## src/rtl/seven_seg_scan.sv

```systemverilog
// Multiplexed hex seven-segment scanner with a shadow register that commits on frame wrap.
// Optional leading-zero blanking is enabled by defining SEVEN_SEG_LZB_EN.
module seven_seg_scan #(
    parameter int NUM_DIGITS  = 4,
    parameter int REFRESH_DIV = 50000
) (
    input  logic                    clk,
    input  logic                    rst,
    input  logic                    load,
    input  logic [4*NUM_DIGITS-1:0] value,
    input  logic [NUM_DIGITS-1:0]   blank_mask,
    output logic [6:0]              seg,
    output logic [NUM_DIGITS-1:0]   an,
    output logic                    pending,
    output logic                    frame_done
);

    localparam int CNT_W = $clog2(REFRESH_DIV);
    localparam int IDX_W = (NUM_DIGITS > 1) ? $clog2(NUM_DIGITS) : 1;
    localparam logic [CNT_W-1:0] CNT_LAST = CNT_W'(REFRESH_DIV - 1);
    localparam logic [IDX_W-1:0] IDX_LAST = IDX_W'(NUM_DIGITS - 1);

    logic [CNT_W-1:0]        cnt;
    logic [IDX_W-1:0]        idx;
    logic [4*NUM_DIGITS-1:0] shadow_value;
    logic [NUM_DIGITS-1:0]   shadow_mask;
    logic [4*NUM_DIGITS-1:0] disp_value;
    logic [NUM_DIGITS-1:0]   disp_mask;
    logic                    dwell_end;
    logic                    frame_wrap;
    logic [3:0]              nibble;
    logic                    blank;
    logic [6:0]              seg_next;
    logic [NUM_DIGITS-1:0]   an_next;
`ifdef SEVEN_SEG_LZB_EN
    logic                    nonzero_above;
`endif

    function automatic logic [6:0] decode(input logic [3:0] n);
        case (n)
            4'h0: decode = 7'b1000000;
            4'h1: decode = 7'b1111001;
            4'h2: decode = 7'b0100100;
            4'h3: decode = 7'b0110000;
            4'h4: decode = 7'b0011001;
            4'h5: decode = 7'b0010010;
            4'h6: decode = 7'b0000010;
            4'h7: decode = 7'b1111000;
            4'h8: decode = 7'b0000000;
            4'h9: decode = 7'b0011000;
            4'hA: decode = 7'b0001000;
            4'hB: decode = 7'b0000011;
            4'hC: decode = 7'b1000110;
            4'hD: decode = 7'b0100001;
            4'hE: decode = 7'b0000110;
            4'hF: decode = 7'b0001110;
        endcase
    endfunction

    assign dwell_end  = (cnt == CNT_LAST);
    assign frame_wrap = dwell_end && (idx == IDX_LAST);

    // NOTE: sequential state uses non-blocking assignments so every register samples pre-edge values.
    always_ff @(posedge clk or posedge rst) begin
        if (rst) begin
            cnt <= '0;
            idx <= '0;
        end else if (dwell_end) begin
            cnt <= '0;
            idx <= (idx == IDX_LAST) ? '0 : idx + 1'b1;
        end else begin
            cnt <= cnt + 1'b1;
        end
    end

    // Shadow always tracks the last load, so it equals the display whenever nothing is pending.
    always_ff @(posedge clk or posedge rst) begin
        if (rst) begin
            shadow_value <= '0;
            shadow_mask  <= '0;
            disp_value   <= '0;
            disp_mask    <= '0;
            pending      <= 1'b0;
            frame_done   <= 1'b0;
        end else begin
            if (load) begin
                shadow_value <= value;
                shadow_mask  <= blank_mask;
            end
            if (frame_wrap) begin
                disp_value <= load ? value : shadow_value;
                disp_mask  <= load ? blank_mask : shadow_mask;
                pending    <= 1'b0;
            end else if (load) begin
                pending <= 1'b1;
            end
            frame_done <= frame_wrap;
        end
    end

    // NOTE: every always_comb output gets a default first so no path can infer a latch.
    always_comb begin
        nibble = disp_value[idx*4 +: 4];
        blank  = disp_mask[idx];
`ifdef SEVEN_SEG_LZB_EN
        nonzero_above = 1'b0;
        for (int i = 0; i < NUM_DIGITS; i++) begin
            if (i >= int'(idx) && disp_value[4*i +: 4] != 4'h0) nonzero_above = 1'b1;
        end
        if (idx != '0 && !nonzero_above) blank = 1'b1;
`endif
        seg_next = blank ? 7'b1111111 : decode(nibble);
        an_next  = '1;
        if (!blank) an_next[idx] = 1'b0;
    end

    always_ff @(posedge clk or posedge rst) begin
        if (rst) begin
            seg <= 7'b1111111;
            an  <= '1;
        end else begin
            seg <= seg_next;
            an  <= an_next;
        end
    end

endmodule

```

## config.mk

```make
export PLATFORM = sky130hd
export DESIGN_NAME = seven_seg_scan
export DESIGN_NICKNAME = d
export VERILOG_FILES = /design/src/rtl/seven_seg_scan.sv
export SDC_FILE = /design/constraint.sdc
export NUM_CORES = 1
export LEC_CHECK = 0
export BUFFER_PORTS_ARGS = -buffer_cell sky130_fd_sc_hd__clkbuf_2
export CAP_MARGIN = 0
export CORE_MARGIN = 2
export CORE_UTILIZATION = 58
export CTS_CLUSTER_SIZE = 8
export DETAILED_ROUTE_END_ITERATION = 10
export GPL_TIMING_DRIVEN = 0
export MAX_ROUTING_LAYER = met4
export PLACE_DENSITY = 0.79
export SYNTH_ARGS = -nofsm -noshare
export SYNTH_HDL_FRONTEND = slang
export SYNTH_SLANG_ARGS = --single-unit
```

## constraint.sdc

```tcl
create_clock -name clk -period 2.6 [get_ports clk]
set_clock_uncertainty 0.2 [all_clocks]
set_input_delay 0.39 -clock clk [delete_from_list [all_inputs] [get_ports clk]]
set_output_delay 0.39 -clock clk [all_outputs]
set_load 0.02 [all_outputs]
```

==> out/metrics.cfg <==
[synth]
ys_ff_latch=71
netlist_top_cells_area=dfrtp_1 (47%), dfstp_2 (9.0%), mux2_4 (8.4%)
syn-instance-count=236
synthArstFlopShare=1.000
synth.most_common_cell=dfrtp_1
yosysSeqAreaShare=0.5590
synth_common_cells=dfrtp_1 (60), mux2_2 (22), mux2_4 (18), nand2_1 (15), nor2_1 (15)
synth_top_area_frac=0.4688
synth-edff-count=0
synth_top_flop_cell=dfrtp_1
synth_area_sq_mm=0.003203
avgSynthCellArea_sq_um=13.57
yosys_warnings=0
synth_nets=269
yosysUniqueCellTypes=41
yosys.area.top_type=dfrtp_1

[clock_network]
clk_pin_slew_ns=0.08
cts_max_path_buffers=2
cts_resized=0
cts_max_level=3
cts_buffers=9
ctsRootBufferMaster=clkbuf_8
clock-sinks=71
cts_tree=built
cts_setup_buffers=0
hold_buffers=0
clock_latency_ns=0.35

[layout]
drive_above_1_share=0.4007
multiInputGateArea_sq_mm=0.001325
fillers=391
seqCellArea_sq_mm=0.001790
utilization=0.6803
fin_nets=315
areaGrowthSynthToFinish_pct=14.80
final_cell_count_no_fill=359
num_antenna_cells=0

[global_route]
grt_pass1_wl_mm=9.170
grt_max_degree=72
antenna_found_initial=0
grt_pass1_vias=1993
grt_overflow_total=0
groute.usage.overall=0.2050

[timing]
period_share=0.8985
setup_viol=0
rsz0062_at_grt=false
period_needed_ns=2.336
finalSetupTns_ns=0
finalMaxSlewViolations=0
fmax_mhz=428.1
holdWs_ns=-0.01976
slew_headroom=0.4555
tightestPinTransition_ns=0.8168
finalHoldViolations=14

[drt]
routed_wl_mm=5.245
via_per_inst=5.279
wl_per_cell_um=14.61
firstDrtPassIters=4
drc=0
antenna_left=0
vias=1895
drt-initial-drc-count=114

[die]
die_w_um=78.32
core_sq_mm=0.005405
die-height_um=78.32
die_area_sq_mm=0.006133
rows=27
start_util=0.5926
num_io_pins=36

[critical_path]
r2r_end=seg[3]
cp_max_fo=6
arrival_ns=2.40
cp.required_ns=2.66
cpPeakStageDelay_ns=0.58
rr_worst_depth=6
cp-end-kind=flip-flop
endpoint=seg[3]
reg2reg_setup_slack_ns=0.26
path_cells=buf_2 > mux4_2 > inv_1 > ha_1 > o32ai_1 > o21ai_1
crit_path_start=idx[0]
startpoint_type=flip-flop
worstSetupPathType=flip-flop to flip-flop
slowest_stage=mux4_2
r2r-start=idx[0]

[status]
outcome=finished, violations left
violations=hold timing

[power_and_ir_drop]
power_uw=2282
p_leak_uw=0.001736
power_density_mw_per_mm2=620.5
peakVddDrop_v=0.0003874

[job]
maxCapViolations=0

[place]
dpl.hpwl_mm=3.695
numPlacedInstances=343
finalWeightedCongestion=0.8819
numPortBuffers=35

[worst_hold_path]
hp-class=input pin to async pin

[stage by stage]
step / setup WS [ns] / instance area (sq um)
floorplan: 0.2316 / 3203
global placement: -0.5198 / 3468
detailed placement: 0.3006 / 3471
CTS: 0.2887 / 3677
global route: 0.1593 / 3677
finish: 0.2639 / 3677
[layout make-up]
| class | instances | area share |
|---|---|---|
| Buffer | 10 | 0.01463 |
| Clock buffer | 10 | 0.03743 |
| Clock inverter | 6 | 0.01871 |
| Inverter | 9 | 0.009867 |
| Multi-Input combinational cell | 146 | 0.3603 |
| Sequential cell | 71 | 0.4869 |
| Tap cell | 72 | 0.02450 |
| Timing Repair Buffer | 35 | 0.04764 |
[where the power goes]
group          switching [uW]  leakage (uW)  internal (uW)  total, uW
Clock                     424     0.0000912            471        895
Combinational             102      0.000778           91.9        194
Sequential               20.6      0.000867           1170       1190
[routing by layer]
metal,GRT usage,part of all wire,wire [um]
met3,0.04598,0.035,184
met1,0.2527,0.46,2437
met5,-,0,0
met4,0.1053,0.025,133
met2,0.3207,0.47,2489
[cell families after synthesis]
group / synth area share
DFF: 0.5590
xor gates and xnor gates: 0.03828
muxes: 0.2063
buffers and inverters: 0.02734
AOI/OAI and AO/OA: 0.03360
and+or+nand+nor: 0.09649
adders and majority gates: 0.03906
[layout by cell type, fill, tap and decap left out, types with 6 or more instances in the layout]
cell,synthesis,final
clkbuf_8,0,10
xnor2_1,8,8
clkbuf_1,7,7
clkbuf_2,0,35
xor2_1,6,6
ha_1,10,10
dfrtp_1,60,60
dfstp_2,11,11
nand3_1,6,6
mux2_2,22,22
mux2_4,18,18
nor2_1,15,15
inv_1,8,7
nand2_1,15,15
[registers in the layout (all words and copies together), names as in the netlist, 2 cells and up]
signal,cells
an,4
cnt,16
disp_mask,4
disp_value,16
idx,2
seg,7
shadow_mask,4
shadow_value,16
[worst min path at each step]
| stage | start | endpoint | slack (ns) | cells after the start |
|---|---|---|---|---|
| global placement | pending | pending | 0.26 | 1 |
| floorplan | cnt[0] | cnt[0] | 0.25 | 1 |
| finish | rst | shadow_value[2] | -0.02 | 2 |
| global route | rst | shadow_value[2] | 0.06 | 2 |
| CTS | rst | shadow_value[2] | 0.02 | 2 |
| detailed placement | pending | pending | 0.27 | 1 |
[critical path, delay by kind of cell, from the launching register on]
| family | cells | cell delay, ns |
|---|---|---|
| AOI/OAI and AO/OA | 2 | 0.42 |
| adders and majority gates | 1 | 0.29 |
| buffers and inverters | 2 | 0.38 |
| DFF | 1 | 0.38 |
| muxes | 1 | 0.58 |
Note: power is estimated with default switching activity, not from simulation.
